<file path="config.mk">
export PLATFORM = sky130hd
export DESIGN_NAME = rgb_frame_writer
export DESIGN_NICKNAME = d
export VERILOG_FILES = /design/src/rtl/rgb_matrix_pkg.sv /design/src/rtl/channel_serializer.sv /design/src/rtl/rgb_frame_writer.sv
export SDC_FILE = /design/constraint.sdc
export NUM_CORES = 1
export LEC_CHECK = 0
export ABC_AREA = 0
export CAP_MARGIN = 20
export CORE_ASPECT_RATIO = 0.9
export CORE_MARGIN = 4
export CORE_UTILIZATION = 57
export DETAILED_ROUTE_END_ITERATION = 6
export DONT_BUFFER_PORTS = 1
export PLACE_DENSITY = 0.72
export SYNTH_ARGS = -nofsm -noshare
export SYNTH_HDL_FRONTEND = slang
export SYNTH_SLANG_ARGS = --single-unit
export TNS_END_PERCENT = 20
</file>
<file path="constraint.sdc">
create_clock -name clk -period 3.8 [get_ports clk]
set_input_delay 0.38 -clock clk [delete_from_list [all_inputs] [get_ports clk]]
set_output_delay 0.38 -clock clk [all_outputs]
set_load 0.02 [all_outputs]
</file>
<file path="src/rtl/rgb_matrix_pkg.sv">
// Shared types and defaults for the LED matrix frame datapath.
// Holds matrix geometry defaults, the writer state type and address sizing.
package rgb_matrix_pkg;

  localparam int DEF_WIDTH    = 16;
  localparam int DEF_HEIGHT   = 8;
  localparam int DEF_CHANNELS = 3;
  localparam int DEF_COLOR_W  = 8;

  typedef enum logic {
    IDLE,
    WRITE
  } state_e;

  function automatic int addr_w(input int bank_words);
    return $clog2(2 * bank_words);
  endfunction

endpackage

</file>
<file path="src/rtl/channel_serializer.sv">
// Loads one packed pixel and emits its colour channels one per cycle.
// slice_o is registered; last_o flags the final channel of the pixel.
module channel_serializer #(
  parameter int CHANNELS = 3,
  parameter int COLOR_W  = 8,
  parameter int CH_W     = (CHANNELS > 1) ? $clog2(CHANNELS) : 1
) (
  input  logic                        clk,
  input  logic                        rst_n,
  input  logic                        load_i,
  input  logic                        step_i,
  input  logic [CHANNELS*COLOR_W-1:0] data_i,
  output logic [COLOR_W-1:0]          slice_o,
  output logic [CH_W-1:0]             ch_o,
  output logic                        last_o
);

  logic [CHANNELS*COLOR_W-1:0] data_q;
  logic [CH_W-1:0]             ch_q;
  logic [CH_W-1:0]             ch_d;
  logic [COLOR_W-1:0]          slice_q;

  assign ch_d    = ch_q + CH_W'(1);
  assign slice_o = slice_q;
  assign ch_o    = ch_q;
  assign last_o  = (int'(ch_q) == CHANNELS - 1);

  always_ff @(posedge clk or negedge rst_n) begin
    if (!rst_n) begin
      data_q  <= '0;
      ch_q    <= '0;
      slice_q <= '0;
    end else if (load_i) begin
      data_q  <= data_i;
      ch_q    <= '0;
      slice_q <= data_i[COLOR_W-1:0];
    end else if (step_i) begin
      ch_q    <= ch_d;
      slice_q <= data_q[int'(ch_d)*COLOR_W +: COLOR_W];
    end
  end

endmodule

</file>
<file path="src/rtl/rgb_frame_writer.sv">
// Pixel stream to ping-pong frame BRAM writer.
// Serialises channels into words and swaps banks on each completed frame.
module rgb_frame_writer
  import rgb_matrix_pkg::*;
#(
  parameter int WIDTH    = DEF_WIDTH,
  parameter int HEIGHT   = DEF_HEIGHT,
  parameter int CHANNELS = DEF_CHANNELS,
  parameter int COLOR_W  = DEF_COLOR_W,
  localparam int PIXELS     = WIDTH * HEIGHT,
  localparam int BANK_WORDS = PIXELS * CHANNELS,
  localparam int ADDR_W     = addr_w(BANK_WORDS)
) (
  input  logic                        clk,
  input  logic                        rst_n,
  input  logic                        in_valid,
  output logic                        in_ready,
  input  logic                        in_sof,
  input  logic [CHANNELS*COLOR_W-1:0] in_data,
  output logic                        bram_we,
  output logic [ADDR_W-1:0]           bram_addr,
  output logic [COLOR_W-1:0]          bram_data,
  output logic                        disp_bank,
  output logic                        frame_done,
  output logic                        overflow
);

  localparam int CNT_W = $clog2(PIXELS + 1);
  localparam int CH_W  = (CHANNELS > 1) ? $clog2(CHANNELS) : 1;

  state_e            state_q;
  logic [CNT_W-1:0]  pix_cnt_q;
  logic [CNT_W-1:0]  pix_idx_q;
  logic              pix_ok_q;
  logic              wr_bank_q;
  logic              disp_bank_q;
  logic              frame_done_q;
  logic              overflow_q;
  logic              we_q;
  logic [ADDR_W-1:0] addr_q;

  logic [CH_W-1:0]   ch;
  logic              last;
  logic              accept;
  logic              step;
  logic              done;
  logic              swap;
  logic [CNT_W-1:0]  idx_d;
  logic [CNT_W-1:0]  cnt_d;
  logic              ok_d;
  logic [ADDR_W-1:0] base;
  logic [ADDR_W-1:0] addr_d;

  assign in_ready = (state_q == IDLE) || last;
  assign accept   = in_valid && in_ready;
  assign step     = (state_q == WRITE) && !last;
  assign done     = (state_q == WRITE) && last && !accept;

  assign idx_d = in_sof ? '0 : pix_cnt_q;
  assign ok_d  = (idx_d < CNT_W'(PIXELS));
  assign cnt_d = in_sof ? CNT_W'(1)
               : (pix_cnt_q == CNT_W'(PIXELS)) ? pix_cnt_q
               : pix_cnt_q + CNT_W'(1);

  assign base   = wr_bank_q ? ADDR_W'(BANK_WORDS) : '0;
  assign addr_d = base + ADDR_W'(idx_d) * ADDR_W'(CHANNELS);

  // Swap on the edge that issues the last channel of the final pixel.
  assign swap =
    (accept && (CHANNELS == 1) && (idx_d == CNT_W'(PIXELS - 1))) ||
    (step && (int'(ch) + 2 == CHANNELS) &&
     (pix_idx_q == CNT_W'(PIXELS - 1)));

  channel_serializer #(
    .CHANNELS (CHANNELS),
    .COLOR_W  (COLOR_W),
    .CH_W     (CH_W)
  ) u_ser (
    .clk     (clk),
    .rst_n   (rst_n),
    .load_i  (accept),
    .step_i  (step),
    .data_i  (in_data),
    .slice_o (bram_data),
    .ch_o    (ch),
    .last_o  (last)
  );

  always_ff @(posedge clk or negedge rst_n) begin
    if (!rst_n) begin
      state_q      <= IDLE;
      pix_cnt_q    <= '0;
      pix_idx_q    <= '0;
      pix_ok_q     <= 1'b0;
      wr_bank_q    <= 1'b0;
      disp_bank_q  <= 1'b1;
      frame_done_q <= 1'b0;
      overflow_q   <= 1'b0;
      we_q         <= 1'b0;
      addr_q       <= '0;
    end else begin
      frame_done_q <= swap;
      if (swap) begin
        wr_bank_q   <= ~wr_bank_q;
        disp_bank_q <= wr_bank_q;
      end
      unique case (1'b1)
        accept: begin
          state_q   <= WRITE;
          pix_cnt_q <= cnt_d;
          pix_idx_q <= idx_d;
          pix_ok_q  <= ok_d;
          we_q      <= ok_d;
          if (ok_d) addr_q <= addr_d;
          if (in_sof) overflow_q <= 1'b0;
          else if (!ok_d) overflow_q <= 1'b1;
        end
        step: begin
          if (pix_ok_q) addr_q <= addr_q + ADDR_W'(1);
        end
        done: begin
          state_q <= IDLE;
          we_q    <= 1'b0;
        end
        default: ;
      endcase
    end
  end

  assign bram_we    = we_q;
  assign bram_addr  = addr_q;
  assign disp_bank  = disp_bank_q;
  assign frame_done = frame_done_q;
  assign overflow   = overflow_q;

endmodule

</file>
==> results of run 1 <==
## worst min path at each step
stage,to,start
2_1_floorplan,bram_addr[0],rst_n
3_3_place_gp,bram_addr[3],rst_n
3_5_place_dp,bram_addr[3],rst_n
4_1_cts,pix_cnt_q[2],in_sof
5_1_grt,pix_cnt_q[2],in_sof
6_report,pix_cnt_q[2],in_sof
## Yosys cell counts, drive strengths merged (3+ instances only)
library cell / number / area (um^2)
a211oi: 6 / 45.0
a21oi: 21 / 105
a221oi: 7 / 61.3
and2: 3 / 20.0
buf: 14 / 78.8
clkbuf: 8 / 30.0
dfrtp: 66 / 1650
ha: 16 / 200
inv: 13 / 48.8
mux2: 12 / 135
mux2i: 11 / 110
nand2: 105 / 394
nand2b: 6 / 37.5
nand3: 10 / 50.1
nor2: 15 / 63.8
nor2b: 7 / 43.8
nor3: 5 / 25.0
nor4: 4 / 25.0
o21ai: 21 / 105
o31ai: 4 / 30.0
xnor2: 5 / 43.8
## routing by layer
layer  vias up  GRT usage
met5         -          0
met3         9     0.0735
met1      1368      0.331
met2        63      0.321
met4         0     0.0613
li1       1388          -
## state kept, by name, indices dropped and copies added (netlist names)
register / cells
u_ser.slice_o: 8
pix_cnt_q: 8
disp_bank: 1
bram_we: 1
wr_bank_q: 1
u_ser.ch_o: 2
overflow: 1
pix_idx_q: 8
frame_done: 1
bram_addr: 10
u_ser.data_q: 24
state_q: 1
pix_ok_q: 1
## stage by stage
stage / total power, uW / utilization / setup WS (ns)
after floorplan: 2460 / - / 1.49
after global placement: 2720 / 0.601 / 1.44
after detailed placement: 2770 / 0.601 / 1.38
after CTS: 3460 / 0.644 / 1.36
after global routing: 3740 / 0.644 / 1.17
final: 3450 / 0.644 / 1.33
## power by group
| part | total [uW] | internal [uW] | switching (uW) |
|---|---|---|---|
| combinational | 1370 | 574 | 798 |
| clock | 671 | 404 | 267 |
| sequential | 1410 | 1010 | 397 |
| total | 3450 | 1990 | 1460 |
## repair_timing
action                                 in CTS  in global routing
hold buffers                                2                  0
setup endpoints to repair                   0                  0
endpoints found under the hold margin      67                  0
## area by class of cell
class	count	area share
Timing Repair Buffer	6	0.0170
Sequential cell	67	0.422
Inverter	13	0.0123
Tap cell	87	0.0273
Clock inverter	4	0.0182
Clock buffer	12	0.0390
Multi-Input combinational cell	298	0.465
## kinds of logic (layout without fill, tap and decap cells)
kind of cell,Yosys count,after routing
mux,23,23
xor+xnor,7,7
fa+ha+maj,17,17
compound gates,84,84
buf+inv,35,35
flops,67,67
simple gates,167,167
## worst register-to-register path, cell delays in order, from the launching register on
cell and delay (ns):
dfrtp_1 0.49, nor2b_1 0.34, ha_1 0.29, ha_1 0.35, o21ai_0 0.24, nor2_1 0.08
o311a_1 0.30, o31ai_1 0.27
==> results.ini, run 1 <==
[final_layout]
layout_common_cells=105 x nand2_1, 66 x dfrtp_1, 21 x o21ai_0, 21 x a21oi_1, 16 x ha_1
num_antenna_cells=0
final_design_area_no_fill_um2=3980
stdcell_count=487
synthToLayoutAreaGrowth_pct=8.09
total_number_of_nets_in_the_final_design=440
sequential_cell_area_um2=1680
final_common_cell=nand2_1
post_route_cells_drive_above_1_share=0.108
multiInputGateArea_um2=1850
fillers=531

[logic_synthesis]
ys_types=58
synth_flop_cell=dfrtp_1
asyncSetResetFlopFracSynth=1.00
synth-seq-area-share=0.456
synth_simple_gate_area_frac=0.204
main_combinational_cell_family_by_area_after_synthesis=simple AND/OR/NAND/NOR gates
post_synth_instance_area_um2=3680
postSynthAreaPerCell_um2=9.21
post_synth_inst_count=400
muxShareOfSynthArea=0.0666
post_synth_xor_area_fraction=0.0166
synth_compound_area_frac=0.155
synth_warnings=0
yosys_register_bits=67
synth_fp_nets=445
synth_enable_flop_cells=0
synth-adder-area-share=0.0598

[clock_tree]
htreeDepth=3
clock_sinks=67
cts_root_buffer=clkbuf_8
cts_inserted_buffers=9
post_cts.repair.setup_buffers=0
tritoncts=done
cts.clk_slew.worst_paths_ns=0.07
clock_latency_ns=0.35
post_cts_resize_count=0
clock_tree.buffer_depth=2

[min_path]
hold_path_class=input port to flip-flop
worst_hold_path.num_cells=1

[global_routing]
grt_pass1_wl_um=14000
globalRoute.totalOverflow=0
overall_track_demand_over_capacity_in_global_routing=0.226
grt_pass1_vias=2755
grt_max_degree=68
initial_antenna_violation_count=0

[sta]
achievable-frequency_mhz=405
final.period_utilization=0.650
skew_ns=0.00577
slew_headroom=0.456
grt_setup_unrepaired=no
final_max_slew_viol_count=0
setup_tns_ns=0
setup_viol=0
holdWs_ns=0.117
timing.final.hold_violations=0
min_period_ns=2.47
max_slew.worst_pin.slew_ns=0.815

[drt]
dr_total_vias=2828
antenna_violating_nets_post_route=0
route.detailed.wl_per_inst_um=16.5
detail_route.drc_violations=0
met2_wirelength_um=3670
wl_met1_um=3830
first_iter_violations=173
dr_wl_met3_um=421
highest_layer=met4
via_per_inst=5.81
first_drt_pass_iteration_count=4
route.final.wire_length_um=8030

[worst_setup_path]
worstSetupPathType=flip-flop to output pin
path_buf_inv=4
worst_setup_path_endpoint=in_ready
setup.worst_path.start=u_ser.ch_o[0]
critical_path_required_ns=3.42
wp_data_arrival_ns=2.09
startpoint_type=flip-flop
cp_max_fanout=29
cp.depth=6
critical_path.top_delay_family=buffers and inverters
ff2ff_setup_slack_ns=1.33
timing.reg2reg.worst_path_depth=7
crit_path_cell_trace=inv_1 > ha_1 > nor2b_2 > buf_4 > inv_1 > buf_4
end_kind=output pin
r2r_start=pix_cnt_q[3]
r2r_end=bram_addr[7]
critPathSlowestCell=dfrtp_1
worst_path_largest_cell_delay_ns=0.58

[run_status]
result_of_the_run=finished clean

[floorplanning]
initial_core_util=0.596
io-pin-count=51
std_cell_rows=27
design.die.area_um2=7810
die_w_um=92.7
floorplan.die.height_um=84.3
standard_cell_core_area_um2=6180

[placement]
portBuffers=0
gp_congestion=0.829
dpl.hpwl_um=5600
area_of_placed_instances_um2=3710
place.detailed.instances=469

[power_and_ir_drop]
power-per-cell-area_nw_per_um2=868
p_leak_uw=0.00190
vdd.ir_drop.worst_uv=387

[flow_run]
maxCapViolCount=0

Note: power is estimated with default switching activity, not from simulation.
==> run 2: changes to the inputs <==
- clock period: 3.8 -> 2.4 ns (I/O delays scaled with it)
==> results.ini, run 2 (synthesis results as in run 1) <==
[floorplanning]
floorplan.die.height_um=84.3
std_cell_rows=27
io-pin-count=51
standard_cell_core_area_um2=6180
die_w_um=92.7
design.die.area_um2=7810
initial_core_util=0.596

[sta]
post-route-worst-setup-slack_ns=0.110
setup_tns_ns=0
grt_setup_unrepaired=no
final.period_utilization=0.954
min_period_ns=2.29
timing.final.hold_violations=0
setup_viol=0
final_max_slew_viol_count=0
skew_ns=0.0120
max_slew.worst_pin.slew_ns=0.606
achievable-frequency_mhz=437
slew_headroom=0.595

[clock_tree]
cts_root_buffer=clkbuf_8
clock_tree.buffer_depth=2
tritoncts=done
cts.clk_slew.worst_paths_ns=0.08
cts_inserted_buffers=9
clock_sinks=67
htreeDepth=3
clock_latency_ns=0.35

[global_routing]
grt_pass1_vias=2935
initial_antenna_violation_count=0
overall_track_demand_over_capacity_in_global_routing=0.239
grt_pass1_wl_um=14900
globalRoute.totalOverflow=0
grt_max_degree=68

[drt]
antenna_violating_nets_post_route=0
detail_route.drc_violations=0
first_iter_violations=244
route.detailed.wl_per_inst_um=17.0
via_per_inst=5.80
first_drt_pass_iteration_count=7
dr_total_vias=3017
route.final.wire_length_um=8840

[min_path]
timing.hold.worst.start=in_sof
hold_path_class=input port to flip-flop
worst_hold_path.num_cells=1
timing.hold.worst_endpoint=pix_cnt_q[7]

[run_status]
result_of_the_run=finished clean

[worst_setup_path]
crit_path_cell_trace=nor2b_2 > ha_1 > ha_1 > nor2b_2 > o31a_1 > o221a_2 > a211oi_1
timing.reg2reg.worst_path_depth=7
wp_data_arrival_ns=2.53
r2r_start=pix_cnt_q[4]
r2r_end=bram_addr[8]
critPathSlowestCell=dfrtp_2
worst_path_largest_cell_delay_ns=0.45
worstSetupPathType=flip-flop to flip-flop
startpoint_type=flip-flop
end_kind=flip-flop
cp_max_fanout=7
critical_path_required_ns=2.64
ff2ff_setup_slack_ns=0.11

[final_layout]
largest-register=u_ser.data_q
total_number_of_nets_in_the_final_design=473
max_ffs_per_register=24
sequential_cell_area_um2=1680
layout_common_cells=105 x nand2_1, 65 x dfrtp_1, 22 x dlygate4sd3_1
fillers=489
post_route_cells_drive_above_1_share=0.139
final_common_cell=nand2_1
multiInputGateArea_um2=1860
num_antenna_cells=0
synthToLayoutAreaGrowth_pct=16.2

[power_and_ir_drop]
switching_power_uw=2450
p_leak_uw=0.00204
power-per-cell-area_nw_per_um2=1330
intPower_uw=3240
netSwitchingFraction=0.431
seq_power_share=0.383
vdd.ir_drop.worst_uv=620
clockPowerShare=0.183
power_frac_comb=0.434

[placement]
dpl.hpwl_um=5820
gp_congestion=0.839
preCtsSetupSlack_ns=0.132
portBuffers=0

[flow_run]
maxCapViolCount=0

run 2: cell types whose count changed in the layout (fill, tap and decap cells not counted), moves of 2 or more:
cell           before  now
clkinv_4            0    2
nor2b_1             6    4
clkinv_2            1    3
dlygate4sd3_1       1   22
buf_4               4   16
clkbuf_8           11    9
nor2b_2             1    3
run 2: stage by stage:
stage,std cells,total power [uW],hold WS (ns),util,area [um^2]
after floorplan,400,3900,-0.0556,-,3680
after global placement,479,4400,-0.0538,0.613,3790
after detailed placement,479,4500,-0.0541,0.613,3790
after CTS,518,5630,0.00147,0.688,4250
after global routing,520,6080,0.00204,0.692,4280
final,520,5690,0.0164,0.692,4280
run 2: worst max-delay path: cells and delay by family, from the launching register on:
family	cells	cell delay [ns]
AOI/OAI and AO/OA	3	0.75
DFF	1	0.45
adders and majority gates	2	0.63
and+or+nand+nor	2	0.36
run 2: how the worst max path moves through the flow:
stage,startpoint,end,cells past startpoint
2_1_floorplan,in_sof,bram_addr[5],9
3_3_place_gp,pix_cnt_q[4],bram_addr[8],7
3_5_place_dp,pix_cnt_q[4],bram_addr[8],7
4_1_cts,pix_cnt_q[4],bram_addr[8],7
5_1_grt,pix_cnt_q[3],bram_addr[8],7
6_report,pix_cnt_q[4],bram_addr[8],7
run 2: cell type report:
| class | instances | area share |
|---|---|---|
| Inverter | 13 | 0.0114 |
| Clock buffer | 9 | 0.0290 |
| Clock inverter | 7 | 0.0216 |
| Sequential cell | 67 | 0.393 |
| Multi-Input combinational cell | 298 | 0.434 |
| Timing Repair Buffer | 39 | 0.0860 |
| Tap cell | 87 | 0.0254 |
run 2: what timing repair did:
item,4_1_cts,5_1_grt
hold buffers,23,0
setup endpoints to repair,0,2
resized for setup,0,4
endpoints found under the hold margin,92,0
setup buffers,0,2
run 2: metal layers:
layer,up-vias,share of wire,GRT usage
met3,12,0.069,0.0627
met5,-,0,0
met4,0,0.011,0.0746
li1,1448,-,-
met1,1458,0.45,0.331
met2,99,0.47,0.369
run 2: power by group through the flow:
| stage | Sequential (uW) | Clock (uW) | Combinational [uW] |
|---|---|---|---|
| after detailed placement | 2190 | 0 | 2310 |
| after global routing | 2230 | 1110 | 2740 |
| after global placement | 2160 | 0 | 2240 |
| after CTS | 2170 | 1060 | 2400 |
| after floorplan | 2060 | 0 | 1840 |
| final | 2180 | 1040 | 2470 |
==> run 3: changes to the inputs <==
==> constraint.sdc (replaced) <==
create_clock -name clk -period 2.4 [get_ports clk]
set_input_delay 0.72 -clock clk [delete_from_list [all_inputs] [get_ports clk]]
set_output_delay 0.72 -clock clk [all_outputs]
set_load 0.02 [all_outputs]
==> results.ini, run 3 (synthesis results as in run 1) <==
[final_layout]
post_layout_utilization_of_the_core=0.659
fillers=504
layout_common_cells=105 x nand2_1, 66 x dfrtp_1, 21 x o21ai_0, 21 x a21oi_1
num_antenna_cells=0
final_common_cell=nand2_1
sequential_cell_area_um2=1680
multiInputGateArea_um2=1910
synthToLayoutAreaGrowth_pct=10.6
max_ffs_per_register=24
total_number_of_nets_in_the_final_design=447
post_route_cells_drive_above_1_share=0.157
largest-register=u_ser.data_q

[drt]
first_iter_violations=170
route.final.wire_length_um=8510
detail_route.drc_violations=0
antenna_violating_nets_post_route=0
route.detailed.wl_per_inst_um=17.2
dr_total_vias=2881
first_drt_pass_iteration_count=4
via_per_inst=5.83

[floorplanning]
design.die.area_um2=7810
io-pin-count=51
floorplan.die.height_um=84.3
std_cell_rows=27
die_w_um=92.7
standard_cell_core_area_um2=6180
initial_core_util=0.596

[power_and_ir_drop]
vdd.ir_drop.worst_uv=631
power-per-cell-area_nw_per_um2=1390
p_leak_uw=0.00192

[clock_tree]
clock_sinks=67
post_cts.repair.setup_buffers=0
tritoncts=done
cts_root_buffer=clkbuf_8
cts_inserted_buffers=9
clock_latency_ns=0.36
post_cts_resize_count=0
htreeDepth=3
cts.clk_slew.worst_paths_ns=0.08
holdBufCountCts=0
clock_tree.buffer_depth=2

[placement]
portBuffers=0
gp_congestion=0.854
dpl.hpwl_um=5880

[worst_setup_path]
wp_data_arrival_ns=1.52
critical_path_required_ns=1.68
critPathSlowestCell=dfrtp_1
path_buf_inv=3
crit_path_cell_trace=inv_1 > ha_1 > nor2b_2 > inv_1 > buf_4
cp_max_fanout=10
worst_path_largest_cell_delay_ns=0.35
end_kind=output pin
critical-path-top-cell-by-count=inv_1
startpoint_type=flip-flop
worstSetupPathType=flip-flop to output pin
critical_path.top_delay_family=buffers and inverters

[sta]
achievable-frequency_mhz=446
slew_headroom=0.579
final_max_slew_viol_count=0
setup_viol=0
max_slew.worst_pin.slew_ns=0.630
min_period_ns=2.24
timing.final.hold_violations=0
holdWs_ns=0.0522
grt_setup_unrepaired=no
skew_ns=0.0118
final.period_utilization=0.933

[global_routing]
grt_max_degree=68
globalRoute.totalOverflow=0
initial_antenna_violation_count=0
grt_pass1_vias=2835
overall_track_demand_over_capacity_in_global_routing=0.228
grt_pass1_wl_um=14000

[min_path]
hold_path_class=input port to asynchronous set/reset pin

[flow_run]
maxCapViolCount=0

[run_status]
result_of_the_run=finished clean

run 3: changes by cell type in the layout (fill, tap and decap cells not counted), moves of 3 or more:
cell and change:
buf_4 -3, ha_1 -3, ha_4 +3, dlygate4sd3_1 -22
run 3: cell type report:
| cell class | instances | area share |
|---|---|---|
| multi-input combinational | 298 | 0.470 |
| sequential | 67 | 0.412 |
| clock buffer | 10 | 0.0338 |
| tap | 87 | 0.0267 |
| timing repair buffer | 13 | 0.0240 |
| clock inverter | 6 | 0.0218 |
| inverter | 13 | 0.0120 |
run 3: metal layers:
metal  vias to the layer above  track usage  wire, um
met5                         -            0         0
met4                         0       0.0945       163
li1                       1388            -         -
met2                        74        0.330      3830
met3                        16       0.0636       473
met1                      1403        0.324      4050
run 3: where the power goes:
part / internal [uW] / switching, uW / total, uW
clock network: 613 / 468 / 1080
logic: 1020 / 1370 / 2380
registers: 1610 / 579 / 2190
total: 3240 / 2410 / 5650
run 3: worst paths after layout:
kind	start	end	slack [ns]	cells after the start
setup / recovery	u_ser.ch_o[0]	in_ready	0.16	5
hold / removal	rst_n	u_ser.slice_o[6]	0.05	0
setup reg to reg	pix_cnt_q[3]	bram_addr[5]	0.17	7
hold reg to reg	u_ser.data_q[5]	u_ser.data_q[5]	0.47	2
max in group asynchronous	rst_n	disp_bank	2.13	0
min in group clk	in_sof	overflow	0.45	1
run 3: stage by stage:
| step | cells | setup TNS [ns] | power [uW] | setup WS (ns) | instance area, um^2 |
|---|---|---|---|---|---|
| finish | 494 | 0 | 5650 | 0.160 | 4070 |
| detailed placement | 478 | -0.00524 | 4560 | -0.00524 | 3850 |
| CTS | 494 | 0 | 5650 | 0.157 | 4070 |
| floorplan | 400 | -0.0293 | 3960 | -0.0201 | 3770 |
| global route | 494 | 0 | 6040 | 0.0245 | 4070 |
| global placement | 478 | 0 | 4460 | 0.0671 | 3850 |
